**src/rtl/rect_fill_engine.sv**
```systemverilog
// Rectangle fill rasterizer: clips a rectangle command to the screen, then
// walks it in raster order (x fastest), offering one pixel write per cycle
// on a valid/ready port toward the framebuffer write side.
module rect_fill_engine #(
  parameter int WIDTH        = 8,
  parameter int COLOUR_WIDTH = 3,
  parameter int SCREEN_X_MAX = 159,
  parameter int SCREEN_Y_MAX = 119
) (
  input  logic                    clock,
  input  logic                    reset,
  input  logic                    start,
  input  logic [WIDTH-1:0]        x0,
  input  logic [WIDTH-1:0]        y0,
  input  logic [WIDTH-1:0]        x_span,
  input  logic [WIDTH-1:0]        y_span,
  input  logic [COLOUR_WIDTH-1:0] colour,
  output logic                    busy,
  output logic                    done,
  output logic [WIDTH-1:0]        px,
  output logic [WIDTH-1:0]        py,
  output logic [COLOUR_WIDTH-1:0] pcolour,
  output logic                    pvalid,
  input  logic                    pready
);

  typedef enum logic [1:0] {
    IDLE = 2'd0,
    CLIP = 2'd1,
    DRAW = 2'd2,
    DONE = 2'd3
  } state_t;

  // Screen limits carried one bit wider so origin+span never wraps.
  localparam logic [WIDTH:0] X_MAX_W = (WIDTH+1)'(SCREEN_X_MAX);
  localparam logic [WIDTH:0] Y_MAX_W = (WIDTH+1)'(SCREEN_Y_MAX);

  state_t state_q, state_d;

  // Latched command
  logic [WIDTH-1:0]        x0_q, y0_q, x_span_q, y_span_q;
  logic [COLOUR_WIDTH-1:0] colour_q;

  // Clipped inclusive extents and running offsets
  logic [WIDTH:0]          xs_q, ys_q;
  logic [WIDTH-1:0]        xo_q, yo_q;

  // Clip arithmetic, evaluated while in CLIP
  logic                    off_screen;
  logic [WIDTH:0]          x_room, y_room;
  logic [WIDTH:0]          xs_clip, ys_clip;

  // Scan bookkeeping, evaluated while in DRAW
  logic                    transfer;
  logic                    row_end;
  logic                    last_pixel;

  assign off_screen = ({1'b0, x0_q} > X_MAX_W) || ({1'b0, y0_q} > Y_MAX_W);
  // Room left to the screen edge; only meaningful when the origin is on screen.
  assign x_room     = X_MAX_W - {1'b0, x0_q};
  assign y_room     = Y_MAX_W - {1'b0, y0_q};
  assign xs_clip    = ({1'b0, x_span_q} > x_room) ? x_room : {1'b0, x_span_q};
  assign ys_clip    = ({1'b0, y_span_q} > y_room) ? y_room : {1'b0, y_span_q};

  assign transfer   = (state_q == DRAW) && pready;
  assign row_end    = ({1'b0, xo_q} == xs_q);
  assign last_pixel = row_end && ({1'b0, yo_q} == ys_q);

  // State register.
  // NOTE: sequential state is always updated with non-blocking assignments so
  // every register samples pre-edge values, regardless of block ordering.
  always_ff @(posedge clock or negedge reset) begin
    if (!reset) state_q <= IDLE;
    else        state_q <= state_d;
  end

  // Next-state logic.
  // NOTE: state_d gets a default before the case so no path leaves it
  // unassigned, which would otherwise infer a latch.
  always_comb begin
    state_d = state_q;
    unique case (state_q)
      IDLE: if (start)                   state_d = CLIP;
      CLIP: state_d = off_screen ? DONE : DRAW;
      DRAW: if (transfer && last_pixel)  state_d = DONE;
      DONE: state_d = IDLE;
      default: state_d = IDLE;
    endcase
  end

  // Command latch, clip results and raster offsets.
  always_ff @(posedge clock or negedge reset) begin
    if (!reset) begin
      x0_q     <= '0;
      y0_q     <= '0;
      x_span_q <= '0;
      y_span_q <= '0;
      colour_q <= '0;
      xs_q     <= '0;
      ys_q     <= '0;
      xo_q     <= '0;
      yo_q     <= '0;
    end else begin
      unique case (state_q)
        IDLE: begin
          if (start) begin
            x0_q     <= x0;
            y0_q     <= y0;
            x_span_q <= x_span;
            y_span_q <= y_span;
            colour_q <= colour;
          end
        end
        CLIP: begin
          xs_q <= xs_clip;
          ys_q <= ys_clip;
          xo_q <= '0;
          yo_q <= '0;
        end
        DRAW: begin
          if (transfer && !last_pixel) begin
            if (!row_end) begin
              xo_q <= xo_q + WIDTH'(1);
            end else begin
              xo_q <= '0;
              yo_q <= yo_q + WIDTH'(1);
            end
          end
        end
        default: ;
      endcase
    end
  end

  // Outputs decoded from registered state only, so they hold steady under
  // backpressure and fall with the state register on an asynchronous reset.
  always_comb begin
    busy    = (state_q == CLIP) || (state_q == DRAW);
    done    = (state_q == DONE);
    pvalid  = (state_q == DRAW);
    px      = '0;
    py      = '0;
    pcolour = '0;
    if (state_q == DRAW) begin
      px      = x0_q + xo_q;
      py      = y0_q + yo_q;
      pcolour = colour_q;
    end
  end

endmodule

```
**config.mk**
```make
export PLATFORM = sky130hd
export DESIGN_NAME = rect_fill_engine
export DESIGN_NICKNAME = d
export VERILOG_FILES = /design/src/rtl/rect_fill_engine.sv
export SDC_FILE = /design/constraint.sdc
export NUM_CORES = 1
export LEC_CHECK = 0
export ABC_AREA = 1
export CAP_MARGIN = 5
export CORE_MARGIN = 3
export CORE_UTILIZATION = 50
export CTS_BUF_LIST = sky130_fd_sc_hd__clkbuf_16
export CTS_CLUSTER_DIAMETER = 100
export DETAILED_ROUTE_END_ITERATION = 10
export PLACE_DENSITY = 0.74
export RECOVER_POWER = 25
export SYNTH_ARGS = -nofsm -noshare
export SYNTH_HDL_FRONTEND = slang
export SYNTH_SLANG_ARGS = --single-unit
```
**constraint.sdc**
```tcl
create_clock -name clock -period 2.1 [get_ports clock]
set_clock_uncertainty 0.05 [all_clocks]
set_input_delay 0.42 -clock clock [delete_from_list [all_inputs] [get_ports clock]]
set_output_delay 0.42 -clock clock [all_outputs]
set_load 0.03 [all_outputs]
```
# Word level (Yosys, flattened, before mapping)
# Index checks and enable logic that the tools add are counted.
# Widths: inputs -> output; s select.
[op_classes]
addsub = 6
magnitude_cmp = 4
n_eq_ne = 9
muxes = 15
reduce_logical = 13
[op_table]
columns = ["operator", "n"]
rows = [
  ["$mux 8", 6],
  ["$pmux 8 s2", 2],
  ["$eq 8x9->1", 2],
  ["$gt 8x9->1", 2],
  ["$mux 9", 2],
  ["$add 8x1->8 const B", 2],
  ["$add 8x8->8", 2],
  ["$sub 7x8->9 const A", 1],
  ["$sub 8x8->9 const A", 1],
  ["$gt 8x7->1 const B", 1],
  ["$gt 8x8->1 const B", 1],
  ["$pmux 2 s4", 1],
  ["$ne 2x1->1 const B", 3],
  ["$reduce_and 2->1", 3],
  ["$eq 2x2->1 const B", 2],
  ["$logic_and 1x1->1", 4],
  ["$mux 2", 2],
  ["$mux 3", 1],
  ["$reduce_and 3->1", 1],
  ["$eq 2x1->1 const B", 1],
  ["$logic_not 2->1", 1],
  ["$logic_or 1x1->1", 2],
  ["$ne 2x2->1 const B", 1],
  ["$reduce_bool 2->1", 1],
  ["2 further kinds", 2],
]
[word_totals]
regBits = 71
in_bits = 39
out_inout_bits = 22
wordCells = 57

# Longest topological paths before layout
[logic_depth]
depth_word = 6
depth_mapped = 16
mapped_depth_nobuf = 16

# Least setup slack after synthesis
# Ideal clock, no wire load.
[synth_path]
path_type = "reg-to-output"
from = "register state_q[0]"
to = "output port py[4]"
arrival_time_ns = 2.129
required_ns = 1.630
slack_ns = -0.499
stages_incl_launch_ff = 7
path_buffers = 2
path_cell_list = "dfrtp_1 -> inv_1 -> ha_1 -> clkbuf_1 -> clkbuf_1 -> o21ai_0 -> a21oi_1"
[synth_between]
elab_chain_cells = 2
[synth_lines]
columns = ["element", "line_no", "rtl"]
rows = [
  ["start, declared", "38", "state_t state_q, state_d;"],
  ["start signal, assigned", "74", "else state_q <= state_d;"],
  ["$eq 2x2->1", "n/a", ""],
  ["via pvalid", "23", "output logic pvalid,"],
  ["$mux 8", "144", "if (state_q == DRAW) begin"],
  ["end, declared", "21", "output logic [WIDTH-1:0] py,"],
]
# The timed path passes the listed nets, and every way through them passes these cells.

# Final worst setup path
[layout_path]
from = "register xo_q[0]"
to = "output port px[6]"
[layout_between]
elab_chain_cells = 2
[layout_lines]
columns = ["element", "line_no", "rtl"]
rows = [
  ["start, declared", "46", "logic [WIDTH-1:0] xo_q, yo_q;"],
  ["start signal, assigned", "123", "xo_q <= xo_q + WIDTH'(1);"],
  ["$add 8x8->8", "145", "px = x0_q + xo_q;"],
  ["$mux 8", "144", ""],
  ["end, declared", "20", "output logic [WIDTH-1:0] px,"],
]
# Every way passes these cells.

==> summary.md <==
| Metric | Value |
|---|---|
| Clock root cell | `clkbuf_16` |
| H-tree levels | `3` |
| # port buffers | `60` |
| Lkg Pwr | `roughly 3.5 nW` |
| Slew headroom | `-18.1%` |
| Die area | `0.0108 mm²` |
| Fmax | `0.382 GHz` |
| Routed length on met1 | `6190 µm` |
| Clock tree from TritonCTS | `yes` |
| DR pass1 iterations | `5` |
| Post-synth top area share | `37.1%` |
| Vias per std cell | `5.49` |
| First-pass GRT wire length | `between 20,000 and 25,000 µm` |
| Met3 Wirelength | `roughly 800 µm` |
| Chip height | `104 µm` |
| Endpoints failing setup | `30` |
| RSZ-0062 raised after global routing | `yes` |
| Type of the worst setup path | `reg2out` |
| Outcome | `finished with violations` |
| Max-cap viol count | `1` |
| GRT Util Overall | `24.8%` |
| Top_reg_cell synth | `dfrtp_1` |
| Failing checks | `capacitance limit, slew limit, setup timing` |
| Longest Clk Path Bufs | `2` |
| CP Capture Type | `output port` |
| Peak supply drop | `838 µV` |
| ANT nets after route | `0` |
| CP required | `1.63 ns` |
| Pwr dens | `1720 mW/mm²` |
| Final core occ | `76.3%` |
| Row count | `35` |
| Post-synth top area cell | `dfrtp_1` |
| Yosys cell types | `31` |
| Slew at the pin closest to its max-slew limit | `1.77 ns` |
| Clock Latency Late Sink | `about 0.34 ns` |
| Diodes inserted | `0` |
| Die X | `104 µm` |
| HP Class | `reg2reg` |
| Initial core utilization | `51.5%` |
| WL/cell | `around 16 µm` |
| Inserted Clock Buffers | `9` |
| Avg Cell Area, Syn | `7.66 µm²` |
| Hold Vio Cnt, Final | `0` |
| Total gr overflow | `0` |
| Setup slack at placement | `-0.197 ns` |
| Initial antenna violation count | `0` |
| Synth cell count leaders | `165 x nand2_1, 72 x inv_1, 71 x dfrtp_1` |
| Detail Route met2 WL | `7200 µm` |
| Post-layout net count | `834` |
| CP startpoint kind | `flop` |
| CP max FO | `2` |
| Seq/Total Area, Yosys | `37.1%` |
| Routability cong. | `about 0.89` |
| EDFF count, synth | `0` |
| Syn Nets | `706` |
| DR vias | `4,873` |
| Top Metal Used | `met4` |
| Post-Synthesis Cells | `~630` |
| Clk sinks | `around 70` |
| Core area | `0.00928 mm²` |
| CP arrival | `2.15 ns` |
| HPWL Detailed | `9150 µm` |
| Final WS setup | `-0.518 ns` |
| Slew Limit Fails | `72` |
| Synth Register Bits | `71` |
| Count leader, synth | `nand2_1` |
| Crit share post-route | `125%` |
| Area Overhead vs Synth | `48.1%` |
| Top Ports | `61` |
| Fraction of layout instances using a drive strength above 1 | `~34%` |
| Number of global-route vias before repair | `4,562` |
| Post-route minimum period | `~2.6 ns` |
| Synthesized area | `around 0.0048 mm²` |
| Clk slew on worst S/H paths | `0.06 ns` |
| Ys async rst share | `100%` |
| Largest net degree at the start of global routing | `72` |
| Synth Warn # | `0` |
| Initial DRC Count | `329` |
| Final WL | `between 10,000 and 15,000 µm` |
| Remaining DRCs | `0` |
| Top cells by area, synth | `dfrtp_1 37%, nand2_1 13%, ha_1 10%, nand3_1 6.6%, inv_1 5.6%` |
[worst paths after layout]
path | startpoint | end | slack, ns | depth (start not counted)
worst min register to register | ys_q[8] | ys_q[8] | 0.45 | 2
worst min-delay path | ys_q[8] | ys_q[8] | 0.45 | 2
min in group asynchronous | reset | xo_q[6] | 0.59 | 2
max in group asynchronous | reset | x0_q[1] | 0.24 | 2
worst max register to register | y0_q[3] | ys_q[3] | -0.40 | 13
worst max-delay path | xo_q[0] | px[6] | -0.52 | 10
[layout by cell type (no fill, tap or decap), types with 2 or more instances in the layout]
master           Yosys  routed
nand2_1            165     147
clkdlybuf4s50_1      0      37
xnor2_1              7       7
o21a_1               2       2
ha_1                40      20
o21ai_4              0       2
o21ai_2              6      10
nand3_2              3      31
clkbuf_16            0       9
nor2_8               2       2
o21ai_1              1       2
nand2_2              3      17
nor3_1               9       9
nand3_1             63      34
xor2_2               0       4
a21oi_2              1      10
nor2_1              58      51
buf_6                1      25
nor2_2               4       6
mux2_2              13      13
ha_4                 0      17
inv_1               72      67
ha_2                 0       3
dfrtp_2              0       4
nor2_4               0       5
nand4_1              6       6
a21oi_4              0       2
o21ai_0             11       4
xor2_1              12       7
inv_2                5       9
a21o_1               2       2
bufinv_16            0       4
a21oi_1             44      33
dfrtp_1             71      67
inv_4                0       2
buf_4                0      63
nand2_4              5       9
buf_12               0       2
fa_2                 0       2
[final cells by class]
| cell class | count | area [µm²] |
|---|---|---|
| inverter | 77 | 294 |
| clock buffer | 9 | 225 |
| sequential | 71 | 1780 |
| fill | 605 | 2200 |
| clock inverter | 7 | 136 |
| multi-input combinational | 463 | 3290 |
| tap | 129 | 161 |
| timing repair buffer | 131 | 1190 |
[worst max-delay path: stages, from the launching register on]
cell and delay, ns:
dfrtp_1 0.39, ha_2 0.21, fa_2 0.35, nand3_2 0.08, nand3_2 0.08, nand2_1 0.08
nand2_1 0.07, a21oi_2 0.16, xor2_2 0.19, nor2_4 0.06, buf_6 0.15
[routing by layer]
| layer | vias up | GRT usage (%) |
|---|---|---|
| li1 | 2269 | - |
| met2 | 194 | 41.6 |
| met4 | 0 | 8.45 |
| met5 | - | 0 |
| met3 | 53 | 4.61 |
| met1 | 2357 | 32.3 |
[power breakdown]
part | leakage (nW) | internal (mW) | switching [mW] | total (mW)
registers | 0.852 | 1.93 | 0.525 | 2.46
clock network | 0.178 | 1.28 | 0.631 | 1.91
logic | 2.42 | 3.36 | 4.46 | 7.82
[timing repair]
item | CTS | global route
pin swaps | 32 | 39
hold buffers | 0 | 0
resized for setup | 67 | 67
endpoints found under the setup margin | 31 | 36
setup buffers | 7 | 9
[per-stage QoR]
step	hold slack, ns	cells	power [mW]	instance area, µm²	TNS (ns)
CTS	0.0649	879	10.9	6740	-4.68
finish	0.446	887	12.2	7090	-7.23
detailed placement	0.420	856	8.27	6020	-1.63
global route	0.476	887	12.9	7090	-9.74
floorplan	0.0744	625	6.20	4910	-0.177
global placement	0.417	856	8.05	6020	-0.524
[state kept, by name (all words and copies together), names as in the netlist]
register / count
xo_q: 8
x_span_q: 8
x0_q: 8
y0_q: 8
ys_q: 9
yo_q: 8
colour_q: 3
y_span_q: 8
state_q: 2
xs_q: 9
[kinds of logic (layout without fill, tap and decap cells)]
logic type	after synthesis	count (layout)	synth area share (%)
buffers and inverters	91	224	7.30
AO/OA/AOI/OAI	68	68	7.92
adder cells (fa/ha/maj)	42	42	11.3
AND/OR/NAND/NOR	321	321	29.8
flip-flops	71	71	37.1
XOR/XNOR	19	19	3.48
multiplexers	13	13	3.06
Power figures use the tool's default switching activity.
